File: src/rtl/uart_pkg.sv
// Shared types and constants for the oversampling UART receiver.
//
// Contents:
//   uart_state_e - receiver FSM states
//   DATA_BITS    - data bits per frame
package uart_pkg;

  localparam int unsigned DATA_BITS = 8;

  // StParity is only reached when the parity option is compiled in.
  typedef enum logic [2:0] {
    StIdle     = 3'd0,
    StStart    = 3'd1,
    StData     = 3'd2,
    StParity   = 3'd3,
    StStop     = 3'd4,
    StWaitIdle = 3'd5
  } uart_state_e;

endpackage

File: src/rtl/uart_rx_sync.sv
// Multi-flop synchroniser for the asynchronous serial input.
// All stages reset to 1 so an idle (high) line is seen during and after reset.
//
// Parameters:
//   STAGES  - number of flops in the chain (>= 2)
// Ports:
//   clk     - clock
//   reset_n - synchronous reset, active-low
//   din     - asynchronous input
//   dout    - synchronised output (last stage)
module uart_rx_sync #(
  parameter int unsigned STAGES = 2
) (
  input  logic clk,
  input  logic reset_n,
  input  logic din,
  output logic dout
);

  logic [STAGES-1:0] chain;

  always_ff @(posedge clk) begin
    if (!reset_n) begin
      chain <= '1;
    end else begin
      chain <= {chain[STAGES-2:0], din};
    end
  end

  assign dout = chain[STAGES-1];

endmodule

File: src/rtl/uart_rx_oversample.sv
// Oversampling UART receiver. Synchronises the serial input, validates the start bit at
// mid-bit, then samples each data (and stop) bit at its centre and delivers one byte per
// frame. A low stop bit raises frame_err instead of delivering the byte.
//
// Build option: define UART_RX_PARITY_EN for 8E1 frames with an even-parity check;
// otherwise frames are 8N1 and parity_err is tied low.
//
// Parameters:
//   CLKS_PER_BIT - clk cycles per serial bit (even, >= 4)
//   SYNC_STAGES  - synchroniser flops (>= 2)
// Ports:
//   clk        - clock
//   reset_n    - synchronous reset, active-low
//   uart_data  - raw serial line, idle high
//   rx_data    - last correctly framed byte
//   rx_dv      - one-cycle pulse, rx_data just updated
//   frame_err  - one-cycle pulse, stop bit sampled low
//   parity_err - one-cycle pulse with rx_dv on parity mismatch
//   busy       - high whenever the receiver is not idle (registered, lags state by a cycle)
module uart_rx_oversample
  import uart_pkg::*;
#(
  parameter int unsigned CLKS_PER_BIT = 16,
  parameter int unsigned SYNC_STAGES  = 2
) (
  input  logic                 clk,
  input  logic                 reset_n,
  input  logic                 uart_data,
  output logic [DATA_BITS-1:0] rx_data,
  output logic                 rx_dv,
  output logic                 frame_err,
  output logic                 parity_err,
  output logic                 busy
);

  localparam int unsigned HalfBit = CLKS_PER_BIT / 2;
  localparam int unsigned CntW    = $clog2(CLKS_PER_BIT);

  localparam logic [CntW-1:0] CntHalfLast = CntW'(HalfBit - 1);
  localparam logic [CntW-1:0] CntBitLast  = CntW'(CLKS_PER_BIT - 1);
  localparam logic [2:0]      IdxLast     = 3'(DATA_BITS - 1);

  logic                 rx_sync;
  uart_state_e          state;
  logic [CntW-1:0]      cnt;
  logic [2:0]           idx;
  logic [DATA_BITS-1:0] shreg;
`ifdef UART_RX_PARITY_EN
  logic                 par_bit;
`endif

  uart_rx_sync #(
    .STAGES (SYNC_STAGES)
  ) u_sync (
    .clk     (clk),
    .reset_n (reset_n),
    .din     (uart_data),
    .dout    (rx_sync)
  );

  always_ff @(posedge clk) begin
    if (!reset_n) begin
      state     <= StIdle;
      cnt       <= '0;
      idx       <= '0;
      shreg     <= '0;
      rx_data   <= '0;
      rx_dv     <= 1'b0;
      frame_err <= 1'b0;
      busy      <= 1'b0;
`ifdef UART_RX_PARITY_EN
      par_bit    <= 1'b0;
      parity_err <= 1'b0;
`endif
    end else begin
      // Pulses default low; each is asserted for a single cycle below.
      rx_dv     <= 1'b0;
      frame_err <= 1'b0;
`ifdef UART_RX_PARITY_EN
      parity_err <= 1'b0;
`endif
      busy <= (state != StIdle);

      case (state)
        StIdle: begin
          if (!rx_sync) begin
            state <= StStart;
            cnt   <= '0;
          end
        end

        StStart: begin
          if (cnt == CntHalfLast) begin
            cnt <= '0;
            // A line that is already high again at mid-start was only a glitch.
            if (!rx_sync) begin
              state <= StData;
              idx   <= '0;
            end else begin
              state <= StIdle;
            end
          end else begin
            cnt <= cnt + 1'b1;
          end
        end

        StData: begin
          if (cnt == CntBitLast) begin
            // LSB arrives first, so shift right and insert at the MSB.
            shreg <= {rx_sync, shreg[DATA_BITS-1:1]};
            cnt   <= '0;
            idx   <= idx + 3'd1;
            if (idx == IdxLast) begin
`ifdef UART_RX_PARITY_EN
              state <= StParity;
`else
              state <= StStop;
`endif
            end
          end else begin
            cnt <= cnt + 1'b1;
          end
        end

`ifdef UART_RX_PARITY_EN
        StParity: begin
          if (cnt == CntBitLast) begin
            par_bit <= rx_sync;
            cnt     <= '0;
            state   <= StStop;
          end else begin
            cnt <= cnt + 1'b1;
          end
        end
`endif

        StStop: begin
          if (cnt == CntBitLast) begin
            cnt <= '0;
            if (rx_sync) begin
              rx_data <= shreg;
              rx_dv   <= 1'b1;
`ifdef UART_RX_PARITY_EN
              // Even parity: data bits plus parity bit must XOR to zero.
              parity_err <= ^{shreg, par_bit};
`endif
              state <= StIdle;
            end else begin
              frame_err <= 1'b1;
              state     <= StWaitIdle;
            end
          end else begin
            cnt <= cnt + 1'b1;
          end
        end

        // Hold off until the line goes high so a break is not taken as a new start bit.
        StWaitIdle: begin
          if (rx_sync) begin
            state <= StIdle;
          end
        end

        default: begin
          state <= StIdle;
        end
      endcase
    end
  end

`ifndef UART_RX_PARITY_EN
  assign parity_err = 1'b0;
`endif

endmodule

File: config.mk
export PLATFORM = sky130hd
export DESIGN_NAME = uart_rx_oversample
export DESIGN_NICKNAME = d
export VERILOG_FILES = /design/src/rtl/uart_pkg.sv /design/src/rtl/uart_rx_sync.sv /design/src/rtl/uart_rx_oversample.sv
export SDC_FILE = /design/constraint.sdc
export NUM_CORES = 1
export LEC_CHECK = 0
export BUFFER_PORTS_ARGS = -buffer_cell sky130_fd_sc_hd__buf_2
export CORE_MARGIN = 1
export CORE_UTILIZATION = 45
export CTS_CLUSTER_SIZE = 12
export DETAILED_ROUTE_END_ITERATION = 6
export PLACE_DENSITY_LB_ADDON = 0.25
export SYNTH_ARGS = -nofsm -noshare
export SYNTH_HDL_FRONTEND = slang
export SYNTH_SLANG_ARGS = --single-unit
File: constraint.sdc
create_clock -name clk -period 2.1 [get_ports clk]
set_clock_uncertainty 0.15 [all_clocks]
set_input_delay 0.42 -clock clk [delete_from_list [all_inputs] [get_ports clk]]
set_output_delay 0.42 -clock clk [all_outputs]
set_load 0.01 [all_outputs]
* Word-level counts from Yosys, hierarchy flattened
Cells that the tools add are included.
Word-level totals: output and inout bits 12, register bits 31, logic and storage cells 55
Cells by class: multiplexer cells 19, eq/ne operators 14, reduce and logical (&&, ||, !) cells 11, add/sub/neg operators 2
Operators by type and width (number):
- $mux W3 | 10
- $pmux W3 S5 | 1
- $mux W4 | 3
- $ne A2 B2 Y1 const B | 6
- $pmux W4 S3 | 1
- $eq A3 B3 Y1 const B | 3
- $pmux W3 S2 | 1
- $reduce_and A3 Y1 | 2
- $reduce_and A6 Y1 | 1
- $reduce_bool A3 Y1 | 2
- $add A4 B1 Y4 const B | 1
- $eq A4 B3 Y1 const B | 1
- $eq A4 B4 Y1 const B | 1
- $reduce_and A2 Y1 | 2
- $reduce_and A4 Y1 | 1
- $add A3 B1 Y3 const B | 1
- $eq A3 B1 Y1 const B | 1
- $eq A3 B2 Y1 const B | 1
- $logic_not A3 Y1 | 1
- $mux W1 | 2
- $mux W2 | 1
- $ne A2 B1 Y1 const B | 1
- $reduce_bool A2 Y1 | 1
- $reduce_or A2 Y1 | 1

* Logic depth before layout (Yosys ltp)
Gate-level depths: netlist of the first run.
word-level depth 4, gate-level depth with buffers 6, gate-level depth less buffers 6

* Modules after synthesis
From an unflattened synthesis of the first run, not the netlist that was laid out.
Unflattened totals: cell total of the unflattened synthesis 142, area total of the unflattened synthesis 1312.5 µm²
Modules (own cells, without submodules):
- uart_rx_oversample | area an instance 1260.0 µm², cells an instance 138, instances 1, seq. area each 580.6 µm²
- uart_rx_sync | area an instance 52.6 µm², cells an instance 4, instances 1, seq. area each 40.0 µm²

* Least setup slack after synthesis of the first run
No wires, ideal clock.
path kind reg-to-reg, start point register cnt[0], end point register shreg[7], stages on the path, launching flop included 7, path buffers 1, required time 1822 ps, path slack 457 ps, setup time 128 ps, data arrival time 1366 ps, cells stage by stage dfxtp_1 > ha_1 > and3_1 > and3_2 > buf_4 > mux2i_1 > nor2_1
Between the ends: word-level cells in the longest chain between the ends 2
Ends and longest elaborated chain:
- from (decl) | RTL line uart_rx_oversample.sv:45 | logic [CntW-1:0] cnt;
- from (signal assigned) | RTL line uart_rx_oversample.sv:103 | cnt <= cnt + 1'b1;
- from (signal assigned) | RTL line uart_rx_oversample.sv:121 | cnt <= cnt + 1'b1;
- from (signal assigned) | RTL line uart_rx_oversample.sv:153 | cnt <= cnt + 1'b1;
- $eq A4 B4 Y1 | RTL line uart_rx_oversample.sv:108 | if (cnt == CntBitLast) begin
- $reduce_and A2 Y1 (no source line)
- to (signal assigned) | RTL line uart_rx_oversample.sv:110 | shreg <= {rx_sync, shreg[DATA_BITS-1:1]};
- to (decl) | RTL line uart_rx_oversample.sv:47 | logic [DATA_BITS-1:0] shreg;
No other way between the ends. A chain may end at the register's enable or synchronous reset.

* Worst setup path after layout of the first run
start point register cnt[0], end point register shreg[1]
The elaborated chain is that of the path after synthesis.

==> results of run 1 <==
[report_power, final]
group | internal [W] | switching (W)
clock | 0.000155 | 0.000197
combinational | 0.0000739 | 0.000114
sequential | 0.000610 | 0.0000309
total | 0.000838 | 0.000342
[cells by family (layout without fill, tap and decap cells)]
group | count (synthesis) | count (layout) | synth area share [%]
and+or+nand+nor | 55 | 55 | 22.14
DFF | 31 | 31 | 45.76
AOI/OAI and AO/OA | 20 | 20 | 9.872
muxes | 17 | 17 | 12.55
buffers and inverters | 12 | 23 | 5.166
adders and majority gates | 4 | 4 | 3.598
other | 1 | 1 | 0.2765
xor gates and xnor gates | 1 | 1 | 0.6459
[layer usage]
metal	global-route usage [%]	vias to the layer above	routed length [µm]
met5	0	-	0
met4	11.85	0	63
met3	4.147	8	81
met2	27.39	20	1142
met1	20.37	471	1096
li1	-	503	-
[flip-flops by register name, indices dropped and copies added, names as in the netlist, 2 cells and up]
| name | flops |
|---|---|
| u_sync.chain | 2 |
| rx_data | 8 |
| idx | 3 |
| shreg | 8 |
| state | 3 |
| cnt | 4 |
[through the flow]
stage          instances  power (W)  utilization [%]
6_report             183   0.001180            51.96
5_1_grt              183   0.001242            51.96
4_1_cts              183   0.001189            51.96
3_5_place_dp         176  0.0008377            49.96
3_3_place_gp         176  0.0008340            49.96
2_1_floorplan        141  0.0008088                -
[cells in the final DEF (no fill, tap or decap), types with 4 or more instances in the layout]
master and count:
o21ai_0 6, nand2_1 8, nor2_1 14, dfxtp_1 31
nor2b_1 10, nand3_1 4, clkbuf_4 5, a21oi_1 5
buf_2 13, mux2i_1 17
[worst register-to-register path, stage by stage (launching register included)]
cell and delay (ns):
dfxtp_1 0.38, ha_1 0.24, and3_1 0.25, and3_2 0.41, mux2i_1 0.24, nor2b_1 0.06
[area by class of cell]
cell class,count,share of cell area (%)
multi-input cells,98,45.67
flip-flops and latches,31,42.58
repair buffers,13,4.464
clock buffers,6,3.519
well taps,31,2.661
inverters,3,0.7725
clock inverters,1,0.3433
[worst paths after layout]
kind	from	to	cells after the start
setup / recovery	cnt[0]	shreg[1]	5
hold / removal	uart_data	u_sync.chain[0]	2
setup reg to reg	cnt[0]	shreg[1]	5
hold reg to reg	u_sync.chain[0]	u_sync.chain[1]	1
==> reports/results.tsv, run 1 <==
stage	metric	value	unit
route	num_vias	1002	
setup_path	critPathArrivalTime	1.89	ns
logic_synthesis	synth_top_area_share	45.76	%
min_path	worstHoldPathType	in2reg	
place	routabilityCongestion	0.7708	
floorplanning	initial_utilization	48.35	%
sta	slew_violations	0	
logic_synthesis	synth_ff_type	dfxtp_1	
logic_synthesis	synth_enable_flop_cells	0	
power_and_ir_drop	p_leak	0.6331	nW
cts	postCtsSetupBuffers	0	
cts	htreeDepth	2	
logic_synthesis	yosysUniqueCellTypes	38	
cells_and_area	ff_latch_area	620.6	µm²
place	dp_slack	0.2976	ns
cts	clock-root-buffer	clkbuf_4	
floorplanning	pin_count	15	
cts	postCtsHoldBufs	0	
floorplanning	die_h	56.90	µm
sta	worst_hold_slack	0.1181	ns
cells_and_area	drive_gt1_share	17.11	%
place	portBuffers	13	
floorplanning	die_x	56.90	µm
floorplanning	die_area	3238	µm²
global_routing	antenna_found_initial	0	
route	wl_per_cell	13.02	µm
power_and_ir_drop	ir_drop	0.4212	mV
cells_and_area	stdcell_area	1458	µm²
power_and_ir_drop	powerDensity	809.8	nW/µm²
place	placed_cell_area	1401	µm²
logic_synthesis	netlist_area	1356	µm²
run_status	violations	DRC	
sta	fin_crit	1.809	ns
sta	fmax	552.9	MHz
global_routing	grt_usage	17.20	%
sta	hold_violations	0	
setup_path	path_cells	ha_1, and3_1, and3_2, mux2i_1, nor2b_1	
sta	worst_slew_pin_slew	0.5030	ns
setup_path	path_buf_inv	0	
setup_path	crit_fanout	11	
floorplanning	core-area	2805	µm²
run_status	status	complete, but fails checks	
route	wl	2.383	mm
logic_synthesis	yosys-top-cells-area	dfxtp_1 (46%), mux2i_1 (13%), nor2b_1 (4.6%)	
setup_path	slowest_stage	and3_2	
route	drt_iter0_markers	26	
setup_path	critPathTopFamily	simple AND/OR/NAND/NOR gates	
setup_path	cp.required	2.18	ns
global_routing	grt_pass1_wl	4.209	mm
sta	fin_crit_sh	86.13	%
sta	rsz0062_at_grt	false	
cells_and_area	diodes	0	
floorplanning	fp-row-count	19	
logic_synthesis	synth_most_common_cell	dfxtp_1	
logic_synthesis	synth_fp_nets	147	
route	via_per_inst	5.475	
route	route.antenna.remaining_nets	0	
cells_and_area	syn2layout_area_growth	7.472	%
sta	setup-tns-final	0	ns
cts	clk_latency	0.33	ns
cts	path_clk_slew	0.09	ns
logic_synthesis	yosysWarnings	0	
global_routing	grt_pass1_vias	959	
place	dp_hpwl	1.644	mm
sta	final.setup.worst_slack	0.2912	ns
cells_and_area	fillCellCount	267	
sta	setup_viol	0	
run	cap_violations	0	
global_routing	overflow	0	
cells_and_area	multiInputGateArea	665.6	µm²
logic_synthesis	syn_avg_cell_area	9.619	µm²
logic_synthesis	netlist_top_cells_count	dfxtp_1 (31), mux2i_1 (17), nor2_1 (14)	
logic_synthesis	ys_seq_area_share	45.76	%
global_routing	grt_max_degree	20	
setup_path	endpoint_kind	flop	
logic_synthesis	synth-seq-cells	31	
cts	clock_path_buffers	2	
logic_synthesis	synth-async-reset-ratio	0	%
setup_path	path_class	reg2reg	
route	drtPass1Iterations	6	
cells_and_area	nets	158	
sta	slew_headroom	66.43	%
cts	cts_tree	built	
setup_path	max_stage_delay	0.41	ns
logic_synthesis	synthCells	141	
cts	cts.sinks	31	
setup_path	r2r_slack	0.29	ns
setup_path	worstSetupStartpointType	flop	
cts	cts_resized	0	
cts	numCtsBuffers	5	
logic_synthesis	yosys.area.top_type	dfxtp_1	
route	route.detailed.drc	3	
Power figures use the tool's default switching activity.
==> run 2, diff against run 1 <==
- ABC_AREA: unset -> 1
==> reports/results.tsv, run 2 <==
stage	metric	value	unit
sta	setup-tns-final	0	ns
cts	htreeDepth	2	
route	route.antenna.remaining_nets	0	
floorplanning	pin_count	15	
global_routing	overflow	0	
sta	worst_hold_slack	0.1189	ns
route	drt_iter0_markers	24	
floorplanning	core-area	2805	µm²
cts	cts_resized	0	
power_and_ir_drop	p_switching	0.0006784	W
cts	clock_path_buffers	2	
cells_and_area	fin_cells	222	
sta	fmax	580.6	MHz
sta	setup_viol	0	
route	drtPass1Iterations	4	
floorplanning	fp-row-count	19	
logic_synthesis	synth_ff_type	dfxtp_1	
place	portBuffers	13	
min_path	worstHoldStart	uart_data	
cts	postCtsSetupBuffers	0	
min_path	worstHoldPathType	in2reg	
run	cap_violations	0	
floorplanning	die_x	56.98	µm
min_path	hold_path_end	u_sync.chain[0]	
cts	path_clk_slew	0.09	ns
sta	slew_violations	0	
route	num_vias	1107	
logic_synthesis	synth-async-reset-ratio	0	%
sta	hold_violations	0	
logic_synthesis	netlist_top_cells_count	dfxtp_1 (31), nor2_1 (26), nand2_1 (24)	
power_and_ir_drop	clockPowerShare	23.1	%
cts	numCtsBuffers	5	
setup_path	r2r_slack	0.38	ns
cells_and_area	stdcell_area	1499	µm²
route	via_per_inst	4.986	
setup_path	worstSetupStartpointType	flop	
setup_path	worstRegToRegCells	6	
setup_path	cp.required	2.19	ns
setup_path	critPathArrivalTime	1.81	ns
setup_path	crit_fanout	13	
logic_synthesis	synth-seq-cells	31	
sta	final.setup.worst_slack	0.3776	ns
cts	cts.sinks	31	
logic_synthesis	synth_fp_nets	182	
logic_synthesis	yosys.area.top_type	dfxtp_1	
cells_and_area	syn2layout_area_growth	10.21	%
place	dp_hpwl	1.761	mm
cts	postCtsHoldBufs	0	
sta	fin_crit_sh	82.02	%
sta	fin_crit	1.722	ns
cells_and_area	drive_gt1_share	19.90	%
place	dp_slack	0.4019	ns
logic_synthesis	yosysWarnings	0	
place	routabilityCongestion	0.8611	
sta	rsz0062_at_grt	false	
cts	clock-root-buffer	clkbuf_4	
setup_path	reg2reg_from	cnt[0]	
power_and_ir_drop	seq_power_share	41.0	%
logic_synthesis	ys_seq_area_share	45.63	%
global_routing	grt_pass1_wl	4.326	mm
place	dp.cells	214	
cells_and_area	layout_commonest_cell	dfxtp_1	
logic_synthesis	yosysUniqueCellTypes	30	
cells_and_area	mostFrequentLayoutCells	dfxtp_1 (31), nor2_1 (26), nand2_1 (24)	
logic_synthesis	synthCells	176	
global_routing	antenna_found_initial	0	
cells_and_area	nets	196	
global_routing	grt_pass1_vias	1018	
logic_synthesis	yosys-top-cells-area	dfxtp_1 (46%), nor2_1 (7.2%), nand2_1 (6.6%)	
power_and_ir_drop	powerDensity	1151	nW/µm²
global_routing	grt_max_degree	22	
floorplanning	die_area	3246	µm²
route	wl_per_cell	10.94	µm
logic_synthesis	synth_most_common_cell	dfxtp_1	
min_path	holdPathStages	2	
floorplanning	die_h	56.98	µm
logic_synthesis	syn_avg_cell_area	7.728	µm²
power_and_ir_drop	power_frac_comb	35.9	%
cells_and_area	biggestRegsByFlops	rx_data x8, shreg x8, cnt x4	
place	placed_cell_area	1426	µm²
power_and_ir_drop	p_leak	0.6696	nW
floorplanning	initial_utilization	48.48	%
cells_and_area	diodes	0	
setup_path	endpoint_kind	flop	
setup_path	path_class	reg2reg	
logic_synthesis	netlist_area	1360	µm²
cts	clk_latency	0.33	ns
setup_path	reg2reg_to	shreg[5]	
cells_and_area	fillCellCount	275	
power_and_ir_drop	ir_drop	0.4596	mV
run_status	status	finished clean	
logic_synthesis	synth_top_area_share	45.63	%
global_routing	grt_usage	17.42	%
power_and_ir_drop	switching_share	39.32	%
route	wl	2.429	mm
route	route.detailed.drc	0	
cts	cts_tree	built	
power_and_ir_drop	intPower	0.001047	W
logic_synthesis	synth_enable_flop_cells	0	
run 2: worst max-delay path by stage:
stage | start | endpoint | cells past startpoint
after global placement | cnt[0] | shreg[3] | 6
final | cnt[0] | shreg[5] | 6
after floorplan | cnt[0] | rx_data[2] | 7
after detailed placement | cnt[0] | shreg[5] | 6
after global routing | cnt[0] | shreg[4] | 6
after CTS | cnt[0] | shreg[5] | 6
run 2: power groups by stage:
| stage | registers (W) | clock network, W | logic (W) |
|---|---|---|---|
| after floorplan | 0.000707 | 0 | 0.000516 |
| after global placement | 0.000716 | 0 | 0.000608 |
| after detailed placement | 0.000721 | 0 | 0.000615 |
| after CTS | 0.000706 | 0.000409 | 0.000616 |
| after global routing | 0.000716 | 0.000430 | 0.000698 |
| final | 0.000707 | 0.000399 | 0.000620 |
run 2: layout make-up:
cell class              instances  area, µm²  share of cell area (%)
clock buffers                   7      65.06                   4.341
well taps                      31      38.79                   2.588
inverters                      18      67.56                   4.508
multi-input cells             121      634.4                   42.32
repair buffers                 13      65.06                   4.341
clock inverters                 1      7.507                  0.5008
flip-flops and latches         31      620.6                   41.40
run 2: cell families (layout without fill, tap and decap cells):
group | after synthesis | after routing | share of synthesized area, %
buffers and inverters | 24 | 39 | 7.727
DFF | 31 | 31 | 45.63
and+or+nand+nor | 78 | 78 | 28.06
AOI/OAI and AO/OA | 37 | 37 | 14.26
other | 1 | 1 | 0.2757
adders and majority gates | 3 | 3 | 2.760
xor gates and xnor gates | 2 | 2 | 1.288
run 2: critical path, stage by stage (launching register included):
cell and delay, ns:
dfxtp_1 0.38, ha_1 0.24, nand3_2 0.20, nor2_4 0.31, inv_1 0.17, nor2_1 0.13
nor2_1 0.05
run 2: stage by stage:
step	power, W	util (%)
floorplan	0.001223	-
global placement	0.001324	50.85
detailed placement	0.001335	50.85
CTS	0.001731	53.43
global route	0.001844	53.43
finish	0.001725	53.43
run 2: layer usage:
layer / part of all wire, % / GRT usage, % / up-vias
met1: 51 / 22.06 / 493
met4: 2.2 / 8.362 / 0
met5: 0 / 0 / -
met3: 4.4 / 6.803 / 5
li1: - / - / 592
met2: 43 / 26.05 / 17
==> run 3, diff against run 2 <==
- clock period: 2.1 -> 1.51 ns (I/O delays scaled with it)
==> reports/results.tsv, run 3 (synthesized netlist as in run 2, its figures left out) <==
stage	metric	value	unit
setup_path	worstSetupStartpointType	flop	
run_status	status	finished clean	
floorplanning	pin_count	15	
power_and_ir_drop	powerDensity	1525	nW/µm²
cells_and_area	drive_gt1_share	33.50	%
min_path	holdPathStages	3	
cells_and_area	layout_commonest_cell	nand2_1	
power_and_ir_drop	intPower	0.001550	W
run	cap_violations	0	
cts	clk_latency	0.34	ns
cts	cts_tree	built	
route	drt_iter0_markers	17	
sta	fin_crit_sh	97.11	%
cts	numCtsBuffers	5	
global_routing	overflow	0	
setup_path	critPathArrivalTime	1.53	ns
power_and_ir_drop	power_frac_comb	39.8	%
setup_path	cp.required	1.57	ns
cts	cts.sinks	31	
cells_and_area	biggestRegsByFlops	rx_data x8, shreg x8, cnt x4	
place	dp_slack	-0.07311	ns
cts	path_clk_slew	0.09	ns
global_routing	antenna_found_initial	0	
cells_and_area	mostFrequentLayoutCells	nand2_1 (24), dfxtp_1 (23), nor2_1 (22)	
global_routing	grt_max_degree	21	
setup_path	crit_fanout	3	
place	portBuffers	13	
route	wl	2.874	mm
floorplanning	core-area	2805	µm²
power_and_ir_drop	p_leak	0.7306	nW
cells_and_area	fin_cells	234	
route	route.detailed.drc	0	
route	via_per_inst	5.201	
power_and_ir_drop	p_switching	0.001045	W
power_and_ir_drop	ir_drop	0.6268	mV
route	wl_per_cell	12.28	µm
global_routing	grt_pass1_vias	1017	
floorplanning	fp-row-count	19	
cells_and_area	post-route-util	60.66	%
floorplanning	die_h	56.98	µm
cts	clock_path_buffers	2	
route	drtPass1Iterations	4	
cells_and_area	ff_latch_area	633.1	µm²
cells_and_area	multiInputGateArea	735.7	µm²
cells_and_area	nets	208	
sta	hold_violations	0	
cells_and_area	fillCellCount	264	
sta	worst_hold_slack	0.2271	ns
route	route.antenna.remaining_nets	0	
sta	rsz0062_at_grt	true	
min_path	worstHoldPathType	in2reg	
cts	clock-root-buffer	clkbuf_4	
power_and_ir_drop	seq_power_share	38.7	%
global_routing	grt_usage	17.67	%
route	num_vias	1217	
place	routabilityCongestion	0.8476	
sta	slew_violations	0	
cts	htreeDepth	2	
sta	fmax	682.0	MHz
setup_path	endpoint_kind	flop	
floorplanning	initial_utilization	48.48	%
floorplanning	die_x	56.98	µm
setup_path	worstRegToRegCells	8	
place	dp_hpwl	1.769	mm
floorplanning	die_area	3246	µm²
cells_and_area	diodes	0	
cells_and_area	syn2layout_area_growth	25.11	%
setup_path	path_class	reg2reg	
global_routing	grt_pass1_wl	4.374	mm
sta	setup_viol	0	
sta	final.setup.worst_slack	0.04370	ns
place	dp.cells	221	
sta	fin_crit	1.466	ns
power_and_ir_drop	clockPowerShare	21.5	%
power_and_ir_drop	switching_share	40.27	%
## run 3: cell types whose count changed in the layout (fill, tap and decap cells not counted), moves of 2 or more
cell,change
o21ai_0,-6
buf_4,+10
ha_4,+3
nand3_4,+2
o21ai_1,+5
dfxtp_2,+7
dfxtp_1,-8
ha_1,-3
nor2_1,-4
nor2_4,+3
## run 3: worst paths after layout
kind	endpoint	slack, ns	startpoint
worst min-delay path	cnt[0]	0.23	reset_n
worst max-delay path	idx[1]	0.04	cnt[0]
worst min register to register	u_sync.chain[1]	0.28	u_sync.chain[0]
worst max register to register	idx[1]	0.04	cnt[0]
## run 3: per-stage QoR
stage / setup TNS, ns / area [µm²] / power, W
4_1_cts: -0.05485 / 1570 / 0.002468
3_5_place_dp: -0.2225 / 1479 / 0.001894
5_1_grt: -0.2582 / 1702 / 0.002778
2_1_floorplan: 0 / 1360 / 0.001701
6_report: 0 / 1702 / 0.002595
3_3_place_gp: 0 / 1479 / 0.001885
## run 3: power groups by stage
| stage | Combinational [W] | Sequential, W | Clock, W |
|---|---|---|---|
| after floorplan | 0.000718 | 0.000983 | 0 |
| after global placement | 0.000901 | 0.000984 | 0 |
| after detailed placement | 0.000909 | 0.000985 | 0 |
| after CTS | 0.000922 | 0.000967 | 0.000579 |
| after global routing | 0.00114 | 0.00102 | 0.000612 |
| final | 0.00103 | 0.00100 | 0.000558 |
## run 3: worst max-delay path, cell delays in order, from the launching register on
cell and delay [ns]:
dfxtp_2 0.36, ha_4 0.16, nand2_1 0.09, nor2_2 0.17, nor2_4 0.07, nor2_1 0.15
nand2_1 0.08, nand2_1 0.06, a21oi_1 0.05
## run 3: final cells by class
type                    instances  area share (%)
repair buffers                 24           8.824
clock inverters                 1          0.4412
flip-flops and latches         31           37.21
well taps                      31           2.279
inverters                      18           4.191
clock buffers                   7           3.824
multi-input cells             122           43.24
## run 3: metal layers
metal	GRT usage (%)	vias up	share of wire (%)
met3	6.803	12	4.4
met4	8.711	0	3.7
met1	23.10	554	45
met5	0	-	0
li1	-	617	-
met2	25.55	34	47
## run 3: timing repair
item | 4_1_cts | 5_1_grt
endpoints found under the hold margin | 1 | 0
setup buffers | 0 | 3
pin swaps | 2 | 8
cloned | 0 | 1
gates resized for setup | 6 | 29
endpoints found under the setup margin | 9 | 24
hold buffers | 1 | 0
